**src/rtl/flipper_axi_pkg.sv**
```systemverilog
// flipper_axi_pkg
// Shared definitions for the Flipper 128-bit AXI3-style read channel:
// burst type encodings, RRESP codes, beat/field widths, the read
// responder FSM states and a helper for WRAP length legality.
package flipper_axi_pkg;

  localparam int BEAT_W = 128;
  localparam int SIZE_W = 3;
  localparam int RESP_W = 2;
  localparam int RFIFO_W = BEAT_W + RESP_W + 1;

  typedef enum logic [1:0] {
    BURST_FIXED = 2'd0,
    BURST_INCR  = 2'd1,
    BURST_WRAP  = 2'd2,
    BURST_RSVD  = 2'd3
  } burst_e;

  typedef enum logic [1:0] {
    RESP_OKAY   = 2'd0,
    RESP_EXOKAY = 2'd1,
    RESP_SLVERR = 2'd2,
    RESP_DECERR = 2'd3
  } resp_e;

  typedef enum logic {
    RD_IDLE  = 1'b0,
    RD_BURST = 1'b1
  } rd_state_e;

  // WRAP bursts are only meaningful for 2, 4, 8 or 16 beats.
  function automatic logic wrap_len_ok(input logic [3:0] len);
    return (len == 4'd1) || (len == 4'd3) || (len == 4'd7) || (len == 4'd15);
  endfunction

endpackage

```
**src/rtl/axi_skid_fifo.sv**
```systemverilog
// axi_skid_fifo
// Two-entry FIFO with valid/ready on both sides. Used to hold read beats
// (data + resp + last) so the R channel can stall without losing data
// already fetched from memory.
// Ports:
//   clk, reset            clock, asynchronous active-high reset
//   in_valid/in_ready     write side handshake
//   in_data [W]           entry written on push
//   out_valid/out_ready   read side handshake
//   out_data [W]          head entry, stable until popped
//   count [2]             current occupancy (0..2)
module axi_skid_fifo #(
  parameter int W = 131
) (
  input  logic         clk,
  input  logic         reset,
  input  logic         in_valid,
  output logic         in_ready,
  input  logic [W-1:0] in_data,
  output logic         out_valid,
  input  logic         out_ready,
  output logic [W-1:0] out_data,
  output logic [1:0]   count
);

  logic [W-1:0] entry [2];
  logic         wr_ptr;
  logic         rd_ptr;
  logic         push;
  logic         pop;

  assign in_ready  = (count != 2'd2);
  assign out_valid = (count != 2'd0);
  assign push      = in_valid && in_ready;
  assign pop       = out_valid && out_ready;
  assign out_data  = entry[rd_ptr];

  // Entries are cleared on reset so the head reads as zero until the
  // first push.
  always_ff @(posedge clk or posedge reset) begin
    if (reset) begin
      entry[0] <= '0;
      entry[1] <= '0;
      wr_ptr   <= 1'b0;
      rd_ptr   <= 1'b0;
      count    <= 2'd0;
    end else begin
      if (push) begin
        entry[wr_ptr] <= in_data;
        wr_ptr        <= ~wr_ptr;
      end
      if (pop) begin
        rd_ptr <= ~rd_ptr;
      end
      count <= count + {1'b0, push} - {1'b0, pop};
    end
  end

endmodule

```
**src/rtl/axi_read_responder.sv**
```systemverilog
// axi_read_responder
// Read-only AXI3-style slave serving one burst at a time from a
// synchronous single-port 128-bit memory with one cycle of read latency.
// Ports:
//   clk, reset          clock, asynchronous active-high reset
//   araddr/arburst/arlen/arsize/arvalid/arready   AR channel
//   rdata/rresp/rlast/rvalid/rready               R channel
//   mem_en/mem_addr     memory read strobe and word address
//   mem_rdata           memory data, valid the cycle after mem_en
module axi_read_responder
  import flipper_axi_pkg::*;
#(
  parameter int          MEM_AW    = 12,
  parameter logic [31:0] BASE_ADDR = 32'h0000_0000
) (
  input  logic              clk,
  input  logic              reset,
  input  logic [31:0]       araddr,
  input  logic [1:0]        arburst,
  input  logic [3:0]        arlen,
  input  logic [SIZE_W-1:0] arsize,
  input  logic              arvalid,
  output logic              arready,
  output logic [BEAT_W-1:0] rdata,
  output logic [1:0]        rresp,
  output logic              rlast,
  output logic              rvalid,
  input  logic              rready,
  output logic              mem_en,
  output logic [MEM_AW-1:0] mem_addr,
  input  logic [BEAT_W-1:0] mem_rdata
);

  localparam logic [32:0] MEM_BYTES = 33'd16 << MEM_AW;

  rd_state_e         state;
  rd_state_e         state_next;
  logic              arready_q;
  logic              ar_hs;
  logic              issue;
  logic              space;
  logic              pop;

  logic [31:0]       addr;
  logic [31:0]       addr_next;
  logic [31:0]       offset;
  logic [31:0]       bytes;
  logic [31:0]       wrap_mask;
  logic [1:0]        burst;
  logic [3:0]        len;
  logic [SIZE_W-1:0] size;
  logic              slverr;
  logic [4:0]        remaining;
  logic              beat_decerr;
  logic [1:0]        beat_resp;

  logic              infl_valid;
  logic              infl_last;
  logic              infl_mem;
  logic [1:0]        infl_resp;

  logic              fifo_in_ready;
  logic [1:0]        fifo_count;
  logic [RFIFO_W-1:0] push_data;
  logic [RFIFO_W-1:0] head_data;

  assign arready = arready_q;
  assign pop     = rvalid && rready;

  // A new beat may be issued only if the FIFO will have room for it when
  // its data returns, counting the beat already in flight and any pop
  // happening this cycle. The pop term keeps full throughput with rready
  // held high.
  assign space = infl_valid ? ((fifo_count == 2'd0) || pop)
                            : (fifo_in_ready || pop);

  // Per-beat decode against the memory window and the burst legality
  // decided when the request was accepted.
  assign offset      = addr - BASE_ADDR;
  assign beat_decerr = (addr < BASE_ADDR) || ({1'b0, offset} >= MEM_BYTES);
  assign beat_resp   = slverr      ? RESP_SLVERR :
                       beat_decerr ? RESP_DECERR : RESP_OKAY;

  assign mem_en   = issue && (beat_resp == RESP_OKAY);
  assign mem_addr = mem_en ? MEM_AW'(offset >> 4) : '0;

  // Address of the following beat. WRAP keeps the bits above the
  // container size and lets only the low bits advance.
  always_comb begin
    bytes     = 32'd1 << size;
    wrap_mask = (({28'd0, len} + 32'd1) << size) - 32'd1;
    addr_next = addr + bytes;
    case (burst)
      BURST_FIXED: addr_next = addr;
      BURST_WRAP:  addr_next = (addr & ~wrap_mask) | ((addr + bytes) & wrap_mask);
      default:     addr_next = addr + bytes;
    endcase
  end

  // FSM state register.
  always_ff @(posedge clk or posedge reset) begin
    if (reset) begin
      state <= RD_IDLE;
    end else begin
      state <= state_next;
    end
  end

  // Next state and issue decision. The burst ends on the handshake of
  // the beat carrying rlast.
  always_comb begin
    state_next = state;
    ar_hs      = 1'b0;
    issue      = 1'b0;
    case (state)
      RD_IDLE: begin
        ar_hs = arvalid && arready_q;
        if (ar_hs) begin
          state_next = RD_BURST;
        end
      end
      RD_BURST: begin
        issue = (remaining != 5'd0) && space;
        if (pop && rlast) begin
          state_next = RD_IDLE;
        end
      end
      default: state_next = RD_IDLE;
    endcase
  end

  // Request capture, beat sequencing and the one-cycle in-flight stage
  // that lines up beat attributes with the memory read data.
  always_ff @(posedge clk or posedge reset) begin
    if (reset) begin
      arready_q  <= 1'b0;
      addr       <= 32'd0;
      burst      <= 2'd0;
      len        <= 4'd0;
      size       <= '0;
      slverr     <= 1'b0;
      remaining  <= 5'd0;
      infl_valid <= 1'b0;
      infl_last  <= 1'b0;
      infl_mem   <= 1'b0;
      infl_resp  <= 2'd0;
    end else begin
      arready_q <= (state_next == RD_IDLE);
      if (ar_hs) begin
        addr      <= araddr;
        burst     <= arburst;
        len       <= arlen;
        size      <= arsize;
        slverr    <= (arsize > 3'd4) || (arburst == BURST_RSVD) ||
                     ((arburst == BURST_WRAP) && !wrap_len_ok(arlen));
        remaining <= {1'b0, arlen} + 5'd1;
      end else if (issue) begin
        addr      <= addr_next;
        remaining <= remaining - 5'd1;
      end
      infl_valid <= issue;
      infl_last  <= (remaining == 5'd1);
      infl_mem   <= mem_en;
      infl_resp  <= beat_resp;
    end
  end

  assign push_data = {infl_resp, infl_last, (infl_mem ? mem_rdata : {BEAT_W{1'b0}})};

  axi_skid_fifo #(.W(RFIFO_W)) u_rfifo (
    .clk       (clk),
    .reset     (reset),
    .in_valid  (infl_valid),
    .in_ready  (fifo_in_ready),
    .in_data   (push_data),
    .out_valid (rvalid),
    .out_ready (rready),
    .out_data  (head_data),
    .count     (fifo_count)
  );

  assign rresp = head_data[RFIFO_W-1 -: 2];
  assign rlast = head_data[BEAT_W];
  assign rdata = head_data[BEAT_W-1:0];

endmodule
```
**config.mk**
```make
export PLATFORM = sky130hd
export DESIGN_NAME = axi_read_responder
export DESIGN_NICKNAME = d
export VERILOG_FILES = /design/src/rtl/flipper_axi_pkg.sv /design/src/rtl/axi_skid_fifo.sv /design/src/rtl/axi_read_responder.sv
export SDC_FILE = /design/constraint.sdc
export NUM_CORES = 1
export LEC_CHECK = 0
export BUFFER_PORTS_ARGS = -buffer_cell sky130_fd_sc_hd__buf_2
export CAP_MARGIN = 20
export CORE_MARGIN = 5
export CORE_UTILIZATION = 44
export DETAILED_ROUTE_END_ITERATION = 10
export GPL_TIMING_DRIVEN = 0
export PLACE_DENSITY = 0.69
export RECOVER_POWER = 100
export SYNTH_ARGS = -nofsm -noshare
export SYNTH_HDL_FRONTEND = slang
export SYNTH_HIERARCHICAL = 1
export SYNTH_SLANG_ARGS = --single-unit
```
**constraint.sdc**
```tcl
create_clock -name clk -period 11.7 [get_ports clk]
set_input_delay 2.925 -clock clk [delete_from_list [all_inputs] [get_ports clk]]
set_output_delay 2.925 -clock clk [all_outputs]
set_load 0.01 [all_outputs]
```
== Word-level counts from Yosys, hierarchy flattened ==
Cells that the tools add are included.

* Register bits after elaboration: 320
* Input bits: 173
* Word-level logic and storage cells: 97

* Add/sub/neg operators: 7
* Order comparisons: 6
* Equality and inequality tests: 10
* Shift operators: 2
* Muxes and demuxes: 21
* Bitwise logic cells: 10
* Reduce and logical (&&, ||, !) cells: 24

{| class="wikitable"
|+ Operators with widths
! operator !! number
|-
| 2-to-1 mux 131 bit || 4
|-
| bitwise mux 262 bit || 1
|-
| demux 131 bit (select 1 bit) || 1
|-
| 2-to-1 mux 128 bit || 1
|-
| bitwise AND 32 bit || 2
|-
| 2-to-1 mux 32 bit || 2
|-
| case mux 32 bit (2 select lines) || 1
|-
| adder 32 bit || 1
|-
| greater-or-equal comparator 32 x 17 -> 1 bit (second input constant) || 1
|-
| < comparator 32 x 1 -> 1 bit (second input constant) || 1
|-
| NOT 32 bit || 1
|-
| OR 32 bit || 1
|-
| << shifter 1 x 3 -> 32 bit (first input constant) || 1
|-
| << shifter 5 x 3 -> 32 bit || 1
|-
| subtractor 32 x 1 -> 32 bit (second input constant) || 1
|-
| 2-to-1 mux 12 bit || 1
|-
| adder 4 x 1 -> 5 bit (second input constant) || 2
|-
| 2-to-1 mux 5 bit || 2
|-
| logical AND 1 bit || 8
|-
| logical OR 1 bit || 8
|-
| == test 2 bit (second input constant) || 3
|-
| logical NOT 2 bit || 3
|-
| == test 5 x 1 -> 1 bit (second input constant) || 1
|-
| 2-to-1 mux 1 bit || 5
|-
| 19 further kinds || 27
|}

== Depth between registers and ports, before layout ==
Gate-level depths: netlist of the first run.

* Depth after elaboration: 9
* Gate-level depth with buffers: 14
* Depth with buffers taken out: 12

== Cells and area by module ==
The synthesis of the first run kept the hierarchy.

{| class="wikitable"
|+ Modules (own cells, without submodules)
! module !! instances !! cells each !! area each (sq um) !! sequential area each (sq um)
|-
| axi_skid_fifo || 1 || 723 || 11472.3 || 6656.4
|-
| axi_read_responder || 1 || 649 || 5099.9 || 1351.3
|}

== Worst setup path after synthesis of the first run ==
No wires, ideal clock.

* Kind: input-to-output
* Start point: input port rready
* End point: output port mem_addr[10]
* Arrival: 4.237 ns
* Data required time: 8.775 ns
* Setup slack: 4.538 ns
* Stages on the path: 5
* Path through: and2_1 -> o311ai_0 -> nor2_1 -> clkbuf_1 -> and2_1

* Longest elaborated chain between the ends: 7
* Elaborated cells between the ends (all ways): 8

{| class="wikitable"
|+ RTL lines
! element !! RTL line !! text
|-
| start: declaration || axi_read_responder.sv:28 || <nowiki>input logic rready,</nowiki>
|-
| logical AND 1 bit * || axi_read_responder.sv:68 || <nowiki>assign pop = rvalid && rready;</nowiki>
|-
| logical OR 1 bit (on tied branches) || axi_read_responder.sv:75, axi_read_responder.sv:74 ||
|-
| 2-to-1 mux 1 bit * || axi_read_responder.sv:74 || <nowiki>assign space = infl_valid ? ((fifo_count == 2'd0) || pop)</nowiki>
|-
| logical AND 1 bit * || axi_read_responder.sv:123 || <nowiki>issue = (remaining != 5'd0) && space;</nowiki>
|-
| 2-to-1 mux 1 bit * || axi_read_responder.sv:115 || <nowiki>case (state)</nowiki>
|-
| logical AND 1 bit * || axi_read_responder.sv:84 || <nowiki>assign mem_en = issue && (beat_resp == RESP_OKAY);</nowiki>
|-
| net mem_en || axi_read_responder.sv:29 || <nowiki>output logic mem_en,</nowiki>
|-
| 2-to-1 mux 12 bit * || axi_read_responder.sv:85 || <nowiki>assign mem_addr = mem_en ? MEM_AW'(offset >> 4) : '0;</nowiki>
|-
| end: declaration || axi_read_responder.sv:30 || <nowiki>output logic [MEM_AW-1:0] mem_addr,</nowiki>
|}

Mark *: on every way through the listed nets, which the timed path passes. The rest lies on a longest branch.

== Worst setup path in the final report of the first run ==
* Start point: input port rready
* End point: output port mem_addr[5]

* Longest elaborated chain between the ends: 7
* Elaborated cells between the ends (all ways): 8

{| class="wikitable"
|+ RTL lines
! element !! RTL line
|-
| logical AND 1 bit * || axi_read_responder.sv:68
|-
| logical OR 1 bit (on tied branches) || axi_read_responder.sv:75, axi_read_responder.sv:74
|-
| 2-to-1 mux 1 bit * || axi_read_responder.sv:74
|-
| logical AND 1 bit * || axi_read_responder.sv:123
|-
| 2-to-1 mux 1 bit * || axi_read_responder.sv:115
|-
| logical AND 1 bit * || axi_read_responder.sv:84
|-
| 2-to-1 mux 12 bit * || axi_read_responder.sv:85
|}

Every way passes the cells marked *; elsewhere a longest branch is shown, timed or not.

==> results, run 1 <==
- The worst hold path terminates at infl_resp[0]$_DFF_PP0_.
- The count of final hold-check violations is 0.
- The maximum vdd drop is approximately 0.15 mV.
- The full die area is between 40,000 and 50,000 µm².
- Sequential cells burn approximately a third of the power.
- For this run, the number of Yosys warnings is 6.
- The TritonCTS clock tree is yes.
- Final hold analysis gives a worst-case slack of around 0.47 ns.
- In this run, synthesis inferred 0 flip-flops with an integrated enable.
- At the pin with the least slew margin, the transition time is 1.78 ns.
- The first-pass GRT wire length is 68,700 µm.
- Using the TritonRoute via totals, the vias-per-cell ratio works out to 5.25.
- The pin count of the biggest net entering global routing is around 140.
- Cells fill about 53% of the core in the end.
- The region available for standard cell placement spans approximately 37,000 µm².
- The critical path goes through clkbuf_1, and2_0, o311ai_0, nor2_1, clkbuf_1, and2_0, buf_2.
- The starting density of the core is between 40% and 50%.
- Sorting the synthesized cells by area gives the leading types as dfrtp_1 48%, mux2_2 20%, mux2_1 7.0%, and2_1 5.4%, nand2_1 1.7%.
- The area overhead of the layout relative to synthesis is 19.5%.
- The cell count after placement is 2,204.
- The post-detailed-routing wire length is ~44,000 µm.
- For this run, the detailed router's first-pass iteration total came to 5.
- In this run the power density over the cells is a little under 200 nW/µm².
- The maximum level of the CTS H-tree is 2.
- The initial DRC count is about 610.
- The setup path with the least slack is of type input port to output port.
- The total DRC errors in the routed layout is 0.
- The number of maximum-capacitance constraint violations is 1.
- When the netlist entered floorplanning its net count stood at between 1,500 and 2,000.
- The critical path startpoint category is an input port.
- Measured along the y axis, the die boundary spans around 200 µm.
- The slowest stage of the critical path belongs to the cell o311ai_0.
- The post-synthesis area per instance is roughly 12 µm².
- The via count of the first global-routing pass came to 12,500.
- The worst slew margin relative to its limit is -18.9%.
- In this run the deepest clock path goes through 3 buffers.
- For the worst-skew pair, the clock arrives at the later sink with an insertion delay of around 0.54 ns.
- The initial antenna violation count is 2.
- The worst hold path begins at slverr$_DFFE_PP0P_.
- Counting instances, the worst hold path has a depth of 1.
- The checks that failed: capacitance limit, slew limit.
- The top cell type by total area after synthesis is dfrtp_1.
- The maximum clock frequency is around 130 MHz.
- Summed over its instances, the top area cell type makes up around 48% of the synthesized netlist area.
- Setup repair after global routing left no endpoint under its margin.
- The delay of the slowest cell on the worst path is between 0.7 and 0.8 ns.
- The number of standard cells in the layout, taps in and fillers out is 2,269.
- In this run the worst path has a maximum fanout of 11.
- The final cycle utilization of the critical path is 67.4%.
- The count of hold-fix buffers inserted at cts is 0.
- After the last flow step, the layout net total stands at around 1,900.
- The classification of the worst-slack hold path is flop to flop.
- The placement row count is 71.
- The buffer cell driving the clock tree root is clkbuf_16.
- The number of cells on the worst reg-to-reg path is 12.
- The congestion estimate from routability-driven global placement came to ~0.89.
- The number of sinks on the clock net is 320.
- The number of max-slew violations in the final report is 33.
- After synthesis, the share of flip-flops with an asynchronous set or reset is 100%.
- Broken down by cell family, the worst path's largest delay share belongs to simple AND/OR/NAND/NOR gates.
- The arrival time at the worst endpoint is approximately 5.0 ns.
- The number of buffers inserted to repair setup after CTS is 0.
- Setup violations remaining at the end of the flow were counted as 0.
- After clock tree synthesis, the clock-pin slew on the worst setup and hold paths is roughly 0.060 ns.
- The die is between 200 and 250 µm wide.
- The leakage component of the power is ~9.7 nW.
- The total congestion overflow is 0.
- Of the cells placed in the final design, the portion with a size suffix greater than 1 is between 30% and 40%.
- The port buffer count is 318.
- The internal power of the cells is 2.45 mW.
- The detailed-route wire length per cell is roughly 19 µm.
- The final worst clock skew is 0.00889 ns.
- The buffering stage count on the worst path with inverters included is 3.
- The kind of end point of the critical path is an output port.
- The synthesized design contains 320 register bits.
- Per report_power, the clock group accounts for about 29% of the total.
- Counting every instance in the synthesized netlist gives approximately 1,400.
- The run finished, with violations left.
- The count of boundary I/O pins is ~320.
- Per report_power, the combinational group accounts for a little under two fifths of the total.
- The count of nets left with antenna violations once routing finished came out at 0.
- The data required time at the worst endpoint is between 8 and 9 ns.
- The mapped netlist covers between 15,000 and 20,000 µm².
- For this run, the leading register cell type out of synthesis is dfrtp_1.
- The flop-to-flop setup slack is approximately 8.2 ns.
- The detailed-placement wirelength estimate is between 30,000 and 40,000 µm.
- Across all layers, the routed design uses between 10,000 and 15,000 vias.
- Once the clock tree was built, the resizer swapped 0 gates to a different size.
- The TritonCTS buffer count is 37.
- The reg-to-reg startpoint is size[1]$_DFFE_PP0P_.
- The switching part of the total is ~37%.
- The net switching component of the power is ~1.4 mW.
- In this run, distinct cell masters in the synthesized netlist total slightly below 80.
- The total routing resource utilization after global routing is 20.6%.
- Summing the sequential cell areas from Yosys gives 48.3% of the chip area.
- The worst path in the final design needs a cycle of a little under 8 ns, including I/O delays and setup.
-- power groups by stage --
stage | logic, mW | clock network, mW | registers [mW]
floorplan | 1.13 | 0 | 1.30
global placement | 1.46 | 0 | 1.33
detailed placement | 1.48 | 0 | 1.33
CTS | 1.49 | 1.14 | 1.31
global route | 1.59 | 1.19 | 1.33
finish | 1.45 | 1.11 | 1.31
-- synth_stat cells, types with 2 or more instances --
master	number
mux2_1	103
nand3_1	13
nor3_2	2
and3_1	2
a211oi_2	2
inv_2	3
o21ai_1	10
a311oi_1	2
buf_6	4
nand2b_1	8
xor2_1	11
a21oi_1	25
nor4bb_1	3
a31oi_1	7
o22ai_1	3
nand2_1	73
inv_1	19
or4_1	3
nor4_1	6
o21ai_0	30
nor3b_1	6
a32oi_1	2
nand4_1	8
nor2_1	42
nor2b_1	8
and3b_1	3
or2_2	5
buf_1	2
a211o_1	2
ha_1	17
nor4b_1	2
dfrtp_1	320
xnor2_1	31
buf_4	22
mux2i_1	6
or3_1	2
mux2_2	290
and2_1	144
buf_2	22
a211oi_1	4
o211ai_1	12
nor4_2	5
clkbuf_1	35
nor3_1	20
-- registers in the layout (all words and copies together), names as in the netlist, named ones only --
name	cells
state	1
infl_valid	1
u_rfifo/count	2
infl_resp	2
remaining	5
burst	2
size	3
u_rfifo/rd_ptr	1
u_rfifo/entry	262
infl_mem	1
slverr	1
arready	1
u_rfifo/wr_ptr	1
infl_last	1
len	4
-- area by class of cell --
class | count | area, µm²
multi-input combinational | 945 | 7980
antenna | 1 | 2.50
clock inverter | 10 | 78.8
buffer | 85 | 407
sequential | 320 | 8010
clock buffer | 54 | 1100
inverter | 22 | 83.8
timing repair buffer | 321 | 1510
fill | 3354 | 17600
tap | 511 | 639
-- layer usage --
metal  track usage [%]  share of wire [%]  wire [µm]  vias up
met2              34.7                 49      21300      384
met3              4.44                6.1       2650       60
li1                  -                  -          -     5530
met4              4.93                2.0        882        2
met5                 0              0.030         13        -
met1              27.3                 43      18900     5935
-- metrics by stage --
step                cell area, µm²  TNS [ns]  power, mW  setup WS, ns
floorplan                    16600         0       2.43          1.45
global placement             18800   -370.84       2.79         -1.41
detailed placement           18900         0       2.81          3.77
CTS                          20100         0       3.95          3.75
global route                 19800         0       4.10          3.56
finish                       19800         0       3.88          3.81
-- logic make-up (layout without fill, tap and decap cells) --
logic type / Yosys count / count (layout) / synth area share (%)
compound gates: 119 / 119 / 4.85
xor+xnor: 43 / 43 / 2.39
fa+ha+maj: 18 / 18 / 1.40
buf+inv: 107 / 492 / 3.27
flops: 320 / 320 / 48.3
mux: 399 / 399 / 27.1
other cells: 0 / 1 / 0
simple gates: 366 / 366 / 12.7
-- worst max-delay path by stage --
stage | depth (start not counted) | startpoint | to | slack (ns)
final | 7 | rready | mem_addr[5] | 3.81
after global routing | 7 | rready | mem_addr[5] | 3.56
after CTS | 7 | rready | mem_addr[5] | 3.75
after detailed placement | 7 | rready | mem_addr[3] | 3.77
after global placement | 2 | reset | u_rfifo/entry[34]$_DFFE_PP0P_ | -1.41
after floorplan | 1 | reset | u_rfifo/count[0]$_DFF_PP0_ | 1.45
-- worst reg2reg max path, delay by kind of cell (launching register included) --
kind / cells / cell delay, ns
compound gates: 5 / 1.63
xor+xnor: 1 / 0.16
fa+ha+maj: 1 / 0.29
buf+inv: 1 / 0.28
flops: 1 / 0.47
simple gates: 4 / 0.55
-- placed cells by master, fill, tap and decap left out, drive strengths merged, types with 12 or more instances in the layout --
cell type  count
mux2         393
dfrtp        320
buf          235
clkbuf       225
and2         144
nand2         73
nor2          42
o21ai         40
xnor2         31
a21oi         25
nor3          22
inv           21
ha            17
nand3         13
o211ai        13
xor2          12
nor4          12
Note: power is estimated with default switching activity, not from simulation.
==> run 2: changes to the inputs <==
--- a/config.mk
+++ b/config.mk
@@ -11,7 +11,7 @@
 export CORE_UTILIZATION = 44
 export DETAILED_ROUTE_END_ITERATION = 10
 export GPL_TIMING_DRIVEN = 0
-export PLACE_DENSITY = 0.69
+export PLACE_DENSITY = 0.71
 export RECOVER_POWER = 100
 export SYNTH_ARGS = -nofsm -noshare
 export SYNTH_HDL_FRONTEND = slang
==> constraint.sdc (replaced) <==
create_clock -name clk -period 7.2 [get_ports clk]
set_input_delay 1.8 -clock clk [delete_from_list [all_inputs] [get_ports clk]]
set_output_delay 1.8 -clock clk [all_outputs]
set_load 0.01 [all_outputs]
==> results, run 2 (synthesized netlist as in run 1, its figures left out) <==
- The total routing resource utilization after global routing is 20.6% (about the same).
- The initial DRC count was 554 (was 611).
- The sum of internal, switching and leakage power is 6.28 mW (was 3.88 mW).
- The number of gates given a new drive strength after cts is 0 (unchanged).
- The number of max-slew violations in the final report was 260 (was 33).
- The accumulated negative setup slack is 0 ns (unchanged).
- The delay of the slowest cell on the worst path is 0.62 ns (was 0.71 ns).
- The total DRC errors in the routed layout is 0 (unchanged).
- The initial antenna violation count came to 8 (was 2).
- The fraction of final layout cells with drive strength greater than 1 is 32.1% (was 33.4%).
- The total congestion overflow came to 0 (unchanged).
- The total via count after detailed routing is 11,900 (about the same).
- The detailed-route wire length per cell came to 19.2 µm (was 19.3 µm).
- The final estimated routing congestion in global placement is 0.878 (was 0.888).
- The kind of end point of the critical path is an output port (unchanged).
- The count of final hold-check violations came to 0 (unchanged).
- The maximum vdd drop is 0.212 mV (was 0.154 mV).
- The starting density of the core came to 44.3% (unchanged).
- The number of flip-flops in the largest register was 262 (unchanged).
- Most frequent cells in the layout: 320 x dfrtp_1, 280 x mux2_2, 211 x clkbuf_1 (was 320 x dfrtp_1, 272 x mux2_2, 217 x buf_2).
- The height of the chip is 204 µm (unchanged).
- The post-detailed-routing wire length is 43,600 µm (was 43,700 µm).
- The most common cell after layout, fill and taps aside was dfrtp_1 (unchanged).
- The net count of the finished layout is 1,928 (was 1,923).
- The port buffer count is 318 (unchanged).
- The TritonCTS clock tree is yes (unchanged).
- The number of setup violations in the final report came to 0 (unchanged).
- The TritonCTS buffer count is 37 (unchanged).
- The clock-pin slew of the registers on the worst-case setup and hold paths is 0.05 ns (was 0.06 ns).
- The full die area came to 41,600 µm² (unchanged).
- The classification of the worst-slack hold path is flop to flop (unchanged).
- The category of the most critical setup path is input port to output port (unchanged).
- The number of maximum-capacitance constraint violations came to 7 (was 1).
- Top Registers: u_rfifo/entry (262), remaining (5), len (4) (unchanged).
- The via count of the first global-routing pass is 12,600 (was 12,500).
- Failing checks: capacitance limit, slew limit (unchanged).
- The first-pass GRT wire length is 69,000 µm (was 68,700 µm).
- The ratio of total power to cell area is 319 nW/µm² (was 196 nW/µm²).
- The detailed-placement wirelength estimate is 32,400 µm (was 31,500 µm).
- The post-placement setup slack was 1.64 ns (was 3.77 ns).
- The layout filler cell count is 3,341 (was 3,354).
- The number of antenna-violating nets in the routed design came to 0 (unchanged).
- The master of the slowest instance on the critical path is o311ai_0 (unchanged).
- The worst path uses about three quarters of the clock period.
- For this run, the top clock speed supported by timing is ~180 MHz.
- The number of sinks on the clock net is 320 (unchanged).
- The insertion delay of the later-clocked pin in the worst-skew pair is 0.53 ns (was 0.54 ns).
- The worst slew margin relative to its limit came to -61.9% (was -18.9%).
- The critical path startpoint category was an input port (unchanged).
- The maximum fanout count along the critical path is 11 (unchanged).
- The count of boundary I/O pins is 319 (unchanged).
- The leakage component of the power is 9.68 nW (was 9.66 nW).
- The number of buffers between clock root and the deepest sink is 3 (unchanged).
- The placement row count is 71 (unchanged).
- The number of iterations in the first detailed-routing pass is 5 (unchanged).
- The placeable core area was 37,400 µm² (unchanged).
- Result of the run: complete, but fails checks (unchanged).
- The count of hold-fix buffers inserted at cts is 0 (unchanged).
- The area overhead of the layout relative to synthesis is 18.9% (was 19.5%).
- The most flop-heavy register is u_rfifo/entry (unchanged).
- The minimum clock period after layout is 5.54 ns.
- The number of buffers inserted to repair setup after CTS is 0 (unchanged).
- The arrival time at the worst endpoint came to 3.74 ns (was 4.97 ns).
- The vias per cell is 5.23 (was 5.25).
- The final worst clock skew is 0.0108 ns (was 0.00889 ns).
- The slew at the pin closest to its max-slew limit is 2.43 ns (was 1.78 ns).
- The data required time at the worst endpoint is 5.40 ns (was 8.78 ns).
- The worst path setup slack after routing is 1.66 ns (was 3.81 ns).
- The pin count of the biggest net entering global routing came to 46 (was 136).
- The die width is 204 µm (unchanged).
- CP cell instances: clkbuf_1, and2_0, o311ai_0, nor2_1, clkbuf_1, and2_0, buf_2 (unchanged).
- The maximum level of the CTS H-tree was 2 (unchanged).
- Setup repair after global routing missed its margin: no (unchanged).
- The buffer cell driving the clock tree root is clkbuf_16 (unchanged).
## run 2: metrics by stage
stage / instance area [µm²] / cells / hold slack, ns / util [%]
3_3_place_gp: 18800 / 2201 / 0.461 / 50.3
5_1_grt: 19700 / 2276 / 0.489 / 52.7
4_1_cts: 20200 / 2274 / 0.483 / 53.9
3_5_place_dp: 19000 / 2209 / 0.471 / 50.7
6_report: 19700 / 2278 / 0.478 / 52.7
2_1_floorplan: 16600 / 1372 / 0.418 / -
## run 2: critical path, delay by kind of cell
family | cells | cell delay (ns)
AND/OR/NAND/NOR | 3 | 0.72
AO/OA/AOI/OAI | 1 | 0.62
buffers and inverters | 3 | 0.60
## run 2: area by class of cell
class	count	area (µm²)	area share (%)
Buffer	85	352	1.78
Tap cell	511	639	3.24
Clock inverter	8	72.6	0.368
Timing Repair Buffer	326	1470	7.47
Inverter	22	83.8	0.425
Antenna cell	4	10.0	0.0508
Sequential cell	320	8010	40.6
Multi-Input combinational cell	945	7960	40.4
Clock buffer	57	1110	5.64
## run 2: worst paths after layout
path / cells past startpoint / slack [ns] / endpoint / startpoint
max: 7 / 1.66 / mem_addr[10] / rready
min: 1 / 0.48 / u_rfifo/entry[128]$_DFFE_PP0P_ / infl_last$_DFF_PP0_
max reg2reg: 12 / 2.85 / flop / size[0]$_DFFE_PP0P_
min reg2reg: 1 / 0.48 / u_rfifo/entry[128]$_DFFE_PP0P_ / infl_last$_DFF_PP0_
max in group asynchronous: 4 / 1.76 / u_rfifo/entry[66]$_DFFE_PP0P_ / reset
min in group asynchronous: 2 / 1.51 / u_rfifo/count[1]$_DFF_PP0_ / reset
## run 2: routing by layer
layer / part of all wire [%] / vias up / global-route usage, %
met3: 7.0 / 60 / 5.43
met1: 43 / 5938 / 27.2
met5: 0.10 / - / 0
met4: 1.6 / 8 / 4.50
li1: - / 5553 / -
met2: 48 / 353 / 34.4
## run 2: report_power, final
group	leakage, nW	internal [mW]	total (mW)	switching (mW)
sequential	4.34	1.96	2.13	0.171
combinational	4.75	0.931	2.32	1.39
clock	0.588	1.10	1.82	0.723
==> run 3: changes to the inputs <==
==> constraint.sdc (replaced) <==
create_clock -name clk -period 4.7 [get_ports clk]
set_input_delay 1.175 -clock clk [delete_from_list [all_inputs] [get_ports clk]]
set_output_delay 1.175 -clock clk [all_outputs]
set_load 0.01 [all_outputs]
==> results, run 3 (synthesized netlist as in run 1, its figures left out) <==
- The first-pass GRT wire length came to 69,000 µm (unchanged).
- Top Registers: u_rfifo/entry (262), remaining (5), len (4) (unchanged).
- The combinational power share is 36.9% (was 37.0%).
- The kind of end point of the critical path is an output port (unchanged).
- The post-detailed-routing wire length is 43,500 µm (was 43,600 µm).
- The placement row count was 71 (unchanged).
- The die width was 204 µm (unchanged).
- The worst hold path endpoint was u_rfifo/entry[128]$_DFFE_PP0P_ (unchanged).
- The buffer cell driving the clock tree root is clkbuf_16 (unchanged).
- The worst hold path depth is 1 (unchanged).
- The leakage component of the power came to 9.70 nW (was 9.68 nW).
- The number of cell instances on the worst register-to-register path came to 12 (unchanged).
- The most flop-heavy register is u_rfifo/entry (unchanged).
- The number of setup violations in the final report came to 0 (unchanged).
- The total DRC errors in the routed layout is 0 (unchanged).
- The area of the multi-input gates is 7940 µm² (was 7960 µm²).
- The total via count after detailed routing is 11,900 (about the same).
- The reg-to-reg startpoint was size[1]$_DFFE_PP0P_ (was size[0]$_DFFE_PP0P_).
- The classification of the worst-slack hold path is flop to flop (unchanged).
- The initial antenna violation count is 8 (unchanged).
- The area occupied by registers is 8010 µm² (unchanged).
- The number of gates given a new drive strength after cts came to 0 (unchanged).
- The final estimated routing congestion in global placement came to 0.878 (unchanged).
- The net switching component of the power is 3.49 mW (was 2.29 mW).
- The full die area was 41,600 µm² (unchanged).
- The final critical path takes up approximately nine tenths of the cycle.
- Result of the run: complete, but fails checks (unchanged).
- The maximum fanout count along the critical path is 11 (unchanged).
- The master of the slowest instance on the critical path is o311ai_0 (unchanged).
- The initial DRC count came to 669 (was 554).
- Failing checks: capacitance limit, slew limit (unchanged).
- Most frequent cells in the layout: 320 x dfrtp_1, 280 x mux2_2, 206 x clkbuf_1 (was 320 x dfrtp_1, 280 x mux2_2, 211 x clkbuf_1).
- The insertion delay of the later-clocked pin in the worst-skew pair is 0.53 ns (about the same).
- The start point of the critical path is rready (unchanged).
- The final worst clock skew is 0.0106 ns (was 0.0108 ns).
- The port buffer count is 318 (unchanged).
- The area overhead of the layout relative to synthesis is 19.0% (was 18.9%).
- The most common cell after layout, fill and taps aside is dfrtp_1 (unchanged).
- The count of boundary I/O pins is 319 (unchanged).
- The net count of the finished layout came to 1,928 (unchanged).
- The area of all placed cells without fillers was 19,700 µm² (about the same).
- The pin count of the biggest net entering global routing is 46 (unchanged).
- The total routing resource utilization after global routing came to 20.6% (unchanged).
- The number of maximum-capacitance constraint violations came to 3 (was 7).
- The worst slew margin relative to its limit is -63.3% (was -61.9%).
- The ratio of total power to cell area is 487 nW/µm² (was 319 nW/µm²).
- The detailed-route wire length per cell is 19.1 µm (was 19.2 µm).
- The starting density of the core is 44.3% (unchanged).
- The number of sinks on the clock net is 320 (unchanged).
- The TritonCTS clock tree is yes (unchanged).
- The kind of cell with the highest combined delay on the critical path is simple AND/OR/NAND/NOR gates (unchanged).
- The placeable core area was 37,400 µm² (unchanged).
- The TritonCTS buffer count is 37 (unchanged).
- The slew at the pin closest to its max-slew limit is 2.45 ns (was 2.43 ns).
- The sum of internal, switching and leakage power is 9.60 mW (was 6.28 mW).
- The number of buffers between clock root and the deepest sink is 3 (unchanged).
- The vias per cell is 5.22 (was 5.23).
- The detailed-placement wirelength estimate came to 32,400 µm (unchanged).
- The number of antenna-violating nets in the routed design is 0 (unchanged).
- The minimum clock period after layout is approximately 4.3 ns.
- The fraction of final layout cells with drive strength greater than 1 was 32.2% (was 32.1%).
- The data required time at the worst endpoint is 3.52 ns (was 5.40 ns).
- The height of the chip is 204 µm (unchanged).
- The instance area after placement came to 19,000 µm² (unchanged).
- The maximum level of the CTS H-tree is 2 (unchanged).
- The via count of the first global-routing pass came to 12,600 (unchanged).
- The buffering stage count on the worst path with inverters included was 3 (unchanged).
- Static timing analysis puts the maximum clock frequency at approximately 230 MHz.
- The number of iterations in the first detailed-routing pass is 5 (unchanged).
- The layout filler cell count came to 3,340 (was 3,341).
- The number of max-slew violations in the final report was 107 (was 260).
- The delay of the slowest cell on the worst path is 0.62 ns (about the same).
- The total congestion overflow is 0 (unchanged).
- The count of hold-fix buffers inserted at cts is 0 (unchanged).
- The number of flip-flops in the largest register is 262 (unchanged).
- The maximum vdd drop is 0.324 mV (was 0.212 mV).
- The flop-to-flop setup slack is 0.50 ns (was 2.85 ns).
- CP cell instances: clkbuf_1, and2_0, o311ai_0, nor2_1, clkbuf_1, and2_0, buf_2 (unchanged).
- The internal power of the cells was 6.11 mW (was 3.99 mW).
- The switching part of the total is 36.4% (about the same).
- The critical hold path startpoint is infl_last$_DFF_PP0_ (unchanged).
- The clock-pin slew of the registers on the worst-case setup and hold paths is 0.05 ns (about the same).
- The sequential power share is 34.1% (was 34.0%).
- The number of buffers inserted to repair setup after CTS is 0 (unchanged).
- The count of final hold-check violations is 0 (unchanged).
- Setup repair after global routing missed its margin: no (unchanged).
- The category of the most critical setup path is input port to output port (unchanged).
- The arrival time at the worst endpoint is 3.11 ns (was 3.74 ns).
- The clock network power share came to 29.0% (about the same).
- The critical path startpoint category is an input port (unchanged).
==> run 3: worst max path at each step <==
| stage | endpoint | cells past startpoint |
|---|---|---|
| 6_report | mem_addr[10] | 7 |
| 5_1_grt | u_rfifo/entry[182]$_DFFE_PP0P_ | 4 |
| 4_1_cts | mem_addr[10] | 7 |
| 3_5_place_dp | mem_addr[10] | 7 |
| 3_3_place_gp | u_rfifo/entry[169]$_DFFE_PP0P_ | 2 |
| 2_1_floorplan | u_rfifo/count[0]$_DFF_PP0_ | 1 |
==> run 3: routing by layer <==
layer | global-route usage [%] | vias up | part of all wire, %
met5 | 0 | - | 0.10
met4 | 4.50 | 8 | 1.7
met3 | 5.43 | 62 | 7.2
met2 | 34.4 | 357 | 48
met1 | 27.2 | 5923 | 43
li1 | - | 5551 | -
==> run 3: area by class of cell <==
type	count	share of cell area, %
multi-input cells	945	40.3
well taps	511	3.24
inverters	22	0.425
flip-flops and latches	320	40.6
repair buffers	326	7.52
clock buffers	57	5.64
diodes	4	0.0508
clock inverters	8	0.368
plain buffers	85	1.86
==> run 3: power groups by stage <==
stage          Clock, mW  Combinational [mW]  Sequential, mW
2_1_floorplan          0                2.81            3.24
3_3_place_gp           0                3.63            3.30
3_5_place_dp           0                3.69            3.31
4_1_cts             2.87                3.71            3.27
5_1_grt             2.98                3.87            3.30
6_report            2.78                3.55            3.27
==> run 3: per-stage QoR <==
stage               hold slack (ns)  utilization (%)  instances  setup WS (ns)  setup TNS (ns)
detailed placement            0.471             50.7       2209          0.391               0
CTS                           0.483             53.9       2274          0.303               0
finish                        0.479             52.7       2278          0.413               0
global route                  0.489             52.7       2276          0.113               0
floorplan                     0.418                -       1372         0.0135               0
global placement              0.461             50.3       2201          -1.50         -393.78
